**config.mk**
```make
export PLATFORM = sky130hd
export DESIGN_NAME = ec_point_serializer
export DESIGN_NICKNAME = d
export VERILOG_FILES = /design/src/rtl/ec_point_serializer.sv
export SDC_FILE = /design/constraint.sdc
export NUM_CORES = 2
export LEC_CHECK = 0
export CORE_MARGIN = 2
export CORE_UTILIZATION = 32
export CTS_CLUSTER_SIZE = 28
export DETAILED_ROUTE_END_ITERATION = 10
export GPL_ROUTABILITY_DRIVEN = 0
export PLACE_DENSITY = 0.65
export SYNTH_ARGS = -nofsm -noshare
export SYNTH_HDL_FRONTEND = slang
export SYNTH_SLANG_ARGS = --single-unit
```
**constraint.sdc**
```tcl
create_clock -name clk -period 20.8 [get_ports clk]
set_input_delay 2.08 -clock clk [delete_from_list [all_inputs] [get_ports clk]]
set_output_delay 2.08 -clock clk [all_outputs]
set_load 0.005 [all_outputs]
```
**src/rtl/ec_point_serializer.sv**
```systemverilog
// SEC1 point serializer: 0x04 || X || Y as a valid/ready/last byte stream.
// Optional EC_COMPRESSED_POINT_EN adds a compress input (prefix 02/03, X only).
module ec_point_serializer #(
  parameter int MSB_FIRST   = 1,
  parameter int EMIT_PREFIX = 1
) (
  input  logic         clk,
  input  logic         reset,
  input  logic         in_valid,
  output logic         in_ready,
  input  logic [511:0] point_in,
  output logic         out_valid,
  input  logic         out_ready,
  output logic [7:0]   out_data,
  output logic         out_last,
  output logic         busy
`ifdef EC_COMPRESSED_POINT_EN
  ,
  input  logic         compress
`endif
);

  typedef enum logic [1:0] {
    IDLE,
    PREFIX,
    XBYTES,
    YBYTES
  } state_t;

  state_t       state;
  logic [255:0] x_r;
  logic [255:0] y_r;
  logic         cmp_r;
  logic [4:0]   cnt;

  logic [255:0] x_in;
  logic [255:0] y_in;
  logic         inf_in;
  logic         cmp_in;
  logic [7:0]   pre_byte;
  logic [4:0]   cnt_n;

  assign x_in   = point_in[511:256];
  assign y_in   = point_in[255:0];
  assign inf_in = (x_in == '0) && (y_in == '0);
  assign cnt_n  = cnt + 5'd1;

`ifdef EC_COMPRESSED_POINT_EN
  assign cmp_in = compress && (EMIT_PREFIX != 0) && !inf_in;
`else
  assign cmp_in = 1'b0;
`endif

  // Compressed prefix carries the parity of y
  assign pre_byte = inf_in ? 8'h00 :
                    cmp_in ? {7'b0000001, y_in[0]} : 8'h04;

  function automatic logic [7:0] pick(
    input logic [255:0] c,
    input logic [4:0]   i
  );
    logic [4:0] k;
    k = (MSB_FIRST != 0) ? ~i : i;
    return c[{k, 3'b000} +: 8];
  endfunction

  always_ff @(posedge clk or posedge reset) begin
    if (reset) begin
      state     <= IDLE;
      x_r       <= '0;
      y_r       <= '0;
      cmp_r     <= 1'b0;
      cnt       <= 5'd0;
      in_ready  <= 1'b1;
      out_valid <= 1'b0;
      out_data  <= 8'h00;
      out_last  <= 1'b0;
      busy      <= 1'b0;
    end else if (state == IDLE) begin
      if (in_valid && in_ready) begin
        x_r       <= x_in;
        y_r       <= y_in;
        cmp_r     <= cmp_in;
        cnt       <= 5'd0;
        in_ready  <= 1'b0;
        busy      <= 1'b1;
        out_valid <= 1'b1;
        if (EMIT_PREFIX != 0) begin
          state    <= PREFIX;
          out_data <= pre_byte;
          out_last <= inf_in;
        end else begin
          state    <= XBYTES;
          out_data <= pick(x_in, 5'd0);
          out_last <= 1'b0;
        end
      end
    end else if (out_valid && out_ready) begin
      if (out_last) begin
        state     <= IDLE;
        cnt       <= 5'd0;
        out_valid <= 1'b0;
        out_last  <= 1'b0;
        out_data  <= 8'h00;
        busy      <= 1'b0;
        in_ready  <= 1'b1;
      end else if (state == PREFIX) begin
        state    <= XBYTES;
        cnt      <= 5'd0;
        out_data <= pick(x_r, 5'd0);
      end else if (state == XBYTES && cnt == 5'd31) begin
        state    <= YBYTES;
        cnt      <= 5'd0;
        out_data <= pick(y_r, 5'd0);
      end else if (state == XBYTES) begin
        cnt      <= cnt_n;
        out_data <= pick(x_r, cnt_n);
        out_last <= cmp_r && (cnt_n == 5'd31);
      end else begin
        cnt      <= cnt_n;
        out_data <= pick(y_r, cnt_n);
        out_last <= (cnt_n == 5'd31);
      end
    end
  end

endmodule

```
=== After elaboration in Yosys (flattened, before gate mapping) ===
Cells that the tools add are included.
W data, S select, Z words.

* Input bits: 516
* Register bits after elaboration: 530
* Logic and storage cells: 66
* Output and inout bits: 12

* Add/sub/neg operators: 1
* Equality and inequality tests: 5
* Shifts and indexed selects: 2
* Bitwise logic cells: 1
* Reduce and logical (&&, ||, !) cells: 14
* Multiplexer cells: 35

{| class="wikitable"
|+ Operator list
! operator !! number
|-
| $logic_not A256 Y1 || 2
|-
| $shiftx A256 B9 Y8 || 2
|-
| $mux W8 || 7
|-
| $mux W5 || 6
|-
| $mux W1 || 15
|-
| $mux W2 || 6
|-
| $eq A5 B5 Y1 const B || 2
|-
| $reduce_and A3 Y1 || 2
|-
| $add A5 B1 Y5 const B || 1
|-
| $not A5 Y5 || 1
|-
| $logic_and A1 B1 Y1 || 4
|-
| $reduce_and A2 Y1 || 2
|-
| $reduce_bool A2 Y1 || 2
|-
| $reduce_bool A4 Y1 || 1
|-
| $mux W3 || 1
|-
| $eq A2 B1 Y1 const B || 1
|-
| $eq A2 B2 Y1 const B || 1
|-
| $logic_not A2 Y1 || 1
|-
| $ne A2 B1 Y1 const B || 1
|}

=== Depth between registers and ports, before layout ===
* Depth after elaboration: 9
* Mapped depth: 12
* Gate-level depth less buffers: 9

=== Worst setup path before layout ===
No wires, ideal clock.

* Path kind: input-to-reg
* From: input in_valid
* To: register x_r[220]
* Slack: 17082 ps
* Path buffers: 4
* Arrival: 3593 ps
* Required time: 20675 ps
* Stages on the path: 6
* Library setup time: 125 ps
* Cells stage by stage: nor4bb_1 > clkbuf_1 > buf_2 > clkbuf_1 > buf_2 > mux2_2

* Word-level cells in the longest chain between the ends: 2

{| class="wikitable"
|+ RTL lines
! element !! line !! source
|-
| start: declaration || 9 || <nowiki>input logic in_valid,</nowiki>
|-
| $logic_and A1 B1 Y1 || 80 || <nowiki>if (in_valid && in_ready) begin</nowiki>
|-
| $reduce_and A2 Y1 (no line) || - ||
|-
| end signal: assignment || 81 || <nowiki>x_r <= x_in;</nowiki>
|-
| end: declaration || 31 || <nowiki>logic [255:0] x_r;</nowiki>
|}

Every way passes these cells.
A chain may end at the register's enable or synchronous reset.

=== Final worst setup path ===
* From: input in_valid
* To: register x_r[43]

Same word-level chain as after synthesis.

==> flow_metrics.py <==
metrics = {
    "status": {
        "status": "finished clean",
    },
    "final_layout": {
        "register_area_um2": 13270,
        "multiInputGateArea_um2": 11540,
        "drive_gt1_share_pct": 27.47,
        "syn2layout_area_growth_pct": 32.21,
        "layout.cells.non_filler": 3580,
        "fill_cells": 7260,
        "nets": 2998,
        "finish.instance_area_um2": 33560,
        "final_core_util_pct": 42.62,
    },
    "placement": {
        "dp.cells": 3469,
        "placed_cell_area_um2": 31680,
        "dp_hpwl_um": 75290,
        "port_buffers": 527,
    },
    "critical_path": {
        "r2r-start": "cnt[0]",
        "crit_fanout": 193,
        "cp_slowest_stage_delay_ps": 920,
        "worstReg2RegEnd": "out_data[2]",
        "cp.arrival_ps": 5630,
        "crit_chain": "clkdlybuf4s50_1 -> nor4bb_4 -> buf_4 -> buf_12 -> mux2_2",
        "crit_type": "input port to flop",
        "rrSetupSlack_ps": 16170,
        "r2r.worst_path.cells": 9,
        "slowest_stage": "buf_4",
        "cp-startpoint": "in_valid",
        "cp-start-kind": "input port",
        "cp.required_ps": 21280,
        "cp-end-kind": "flop",
    },
    "route": {
        "wire_per_inst_um": 27.20,
        "dr_total_vias": 19680,
        "dr.first_iter.drc_count": 1430,
        "first_pass_iters": 5,
        "ant_nets": 0,
        "viasPerCell": 5.498,
        "routed_wl_um": 97360,
        "remaining_drc_errors": 0,
    },
    "yosys": {
        "syn_area_um2": 25390,
        "synth_cell_types": 57,
        "ys_ff_latch": 530,
        "synth.avg_cell_area_um2": 12.72,
        "synth-main-ff-cell": "dfrtp_1",
        "syn_inst": 1996,
        "yosys-top-cells-area": "dfrtp_1 52%, mux2_2 23%, mux4_2 4.1%",
        "seq_area_frac_synth_pct": 52.25,
        "synth_edf_count": 0,
        "yosysWarnings": 0,
        "synth_top_area_cell": "dfrtp_1",
        "syn_nets": 2515,
        "async_reset_ff_share_pct": 100.0,
        "synth_top_area_share_pct": 52.15,
    },
    "clock_network": {
        "cts.htree.levels": 2,
        "cts_tree": "done",
        "cts_max_path_buffers": 3,
        "postCtsSetupRepairBufs": 0,
        "clock-sinks": 530,
        "clk_latency_ps": 620,
        "cts_hold_buf": 0,
        "post_cts_resized": 0,
        "root_buffer": "clkbuf_16",
        "cts_made_buffers": 58,
        "clkTransAtPathRegs_ps": 60,
    },
    "job": {
        "drv_cap": 0,
    },
    "power": {
        "switching_share_pct": 22.98,
        "clkPwrFrac_pct": 46.0,
        "power_density_nw_per_um2": 65.95,
        "power_frac_seq_pct": 46.6,
        "power.internal_mw": 1.705,
        "p_leak_nw": 14.65,
        "p_comb_share_pct": 7.4,
        "ir_worst_vdd_uv": 56.31,
        "switching_power_mw": 0.5087,
    },
    "floorplanning": {
        "dieArea_um2": 81600,
        "core_area_um2": 78740,
        "die_y_um": 285.7,
        "rows": 103,
        "initial_core_util_pct": 32.24,
        "io_pins": 528,
        "die-width_um": 285.7,
    },
    "sta": {
        "worstMarginPinSlew_ps": 1322,
        "tns_ps": 0,
        "clock_skew_ps": 21.12,
        "finalCritPeriodShare_pct": 24.75,
        "period_minus_slack_ps": 5147,
        "fmax_mhz": 194.3,
        "setup-violations-final": 0,
        "final-max-slew-violation-count": 0,
        "finalHoldViolations": 0,
        "hold_slack_ps": 502.3,
        "rsz0062_at_grt": "no",
        "maxSlewHeadroom_pct": 11.83,
    },
    "min_path": {
        "min_to": "x_r[202]",
        "hold_path_class": "flop to flop",
        "holdCritStartpoint": "x_r[202]",
        "worstHoldPathCells": 1,
    },
    "grt": {
        "gr-usage-all-layers_pct": 23.40,
        "grt_pass1_vias": 21090,
        "antenna_found_initial": 9,
        "grt_first_pass_wirelength_um": 141500,
        "overflow": 0,
        "grt_max_degree": 194,
    },
}
[registers in the layout, indices dropped and copies added (netlist names)]
| signal | flops |
|---|---|
| busy | 1 |
| cnt | 5 |
| in_ready | 1 |
| out_data | 8 |
| out_last | 1 |
| state | 2 |
| x_r | 256 |
| y_r | 256 |
[worst max-delay path: cells and delay by family]
family	cells	cell delay (ps)
and+or+nand+nor	1	580
buffers and inverters	3	1990
muxes	1	430
[Yosys cell counts, drive strengths merged, types with 7 or more instances]
cell / n
nand2: 215
nor2: 21
clkbuf: 61
mux2i: 62
nand3b: 12
dfrtp: 529
a32oi: 43
inv: 16
o2111ai: 18
o21ai: 28
mux4: 46
nand3: 44
nor4: 136
and3: 15
mux2: 510
a21oi: 11
nand4: 56
buf: 71
a31oi: 7
[placed cells by master (no fill, tap or decap), types with 11 or more instances in the layout]
| cell type | netlist | layout |
|---|---|---|
| and3_1 | 15 | 15 |
| clkdlybuf4s50_1 | 0 | 527 |
| clkbuf_1 | 61 | 14 |
| clkinv_2 | 0 | 11 |
| nand2_1 | 215 | 215 |
| o2111ai_1 | 18 | 18 |
| nand4_1 | 56 | 56 |
| mux2i_1 | 62 | 62 |
| mux4_2 | 46 | 46 |
| buf_4 | 10 | 27 |
| mux2_2 | 510 | 510 |
| nand3_1 | 44 | 44 |
| a21oi_1 | 11 | 11 |
| clkbuf_16 | 0 | 58 |
| inv_1 | 15 | 14 |
| nand3b_1 | 12 | 12 |
| nor2_1 | 21 | 20 |
| a32oi_1 | 43 | 43 |
| nor4_1 | 136 | 136 |
| o21ai_0 | 28 | 28 |
| dfrtp_1 | 529 | 528 |
[logic make-up after synthesis]
group                    share of synthesized area (%)
adder cells (fa/ha/maj)                         0.1479
AO/OA/AOI/OAI                                    5.220
XOR/XNOR                                        0.1676
flip-flops                                       52.25
buffers and inverters                            2.612
multiplexers                                     29.15
AND/OR/NAND/NOR                                  10.45
[routing by layer]
layer / routed length, um / part of all wire [%] / up-vias / GRT usage (%)
li1: - / - / 8546 / -
met2: 48420 / 50 / 782 / 40.42
met3: 5945 / 6.1 / 179 / 4.378
met1: 39120 / 40 / 10170 / 29.00
met5: 46 / 0.047 / - / 0
met4: 3825 / 3.9 / 8 / 8.914
[through the flow]
step / setup WS, ps / power, mW
2_1_floorplan: 3911 / 1.071
3_3_place_gp: 15140 / 1.213
3_5_place_dp: 15100 / 1.214
4_1_cts: 15740 / 2.238
5_1_grt: 15520 / 2.290
6_report: 15650 / 2.214
[power by group through the flow]
stage | logic [mW] | clock network, mW | registers, mW
after floorplan | 0.0203 | 0 | 1.05
after global placement | 0.164 | 0 | 1.05
after detailed placement | 0.164 | 0 | 1.05
after CTS | 0.165 | 1.04 | 1.03
after global routing | 0.171 | 1.09 | 1.03
final | 0.163 | 1.02 | 1.03
[final cells by class]
cell class | count | share of cell area [%]
inverters | 16 | 0.2013
clock buffers | 81 | 4.850
clock inverters | 23 | 0.7008
flip-flops and latches | 530 | 39.53
repair buffers | 555 | 16.38
multi-input cells | 1318 | 34.37
diodes | 7 | 0.05219
well taps | 1050 | 3.914
[worst max-delay path by stage]
stage | slack, ps | cells past startpoint | end
detailed placement | 15100 | 5 | y_r[33]
global placement | 15140 | 5 | x_r[42]
floorplan | 3910 | 1 | busy
CTS | 15740 | 5 | y_r[33]
global route | 15520 | 5 | y_r[33]
finish | 15650 | 5 | x_r[43]
No activity file was read; power rests on OpenSTA's default activity.
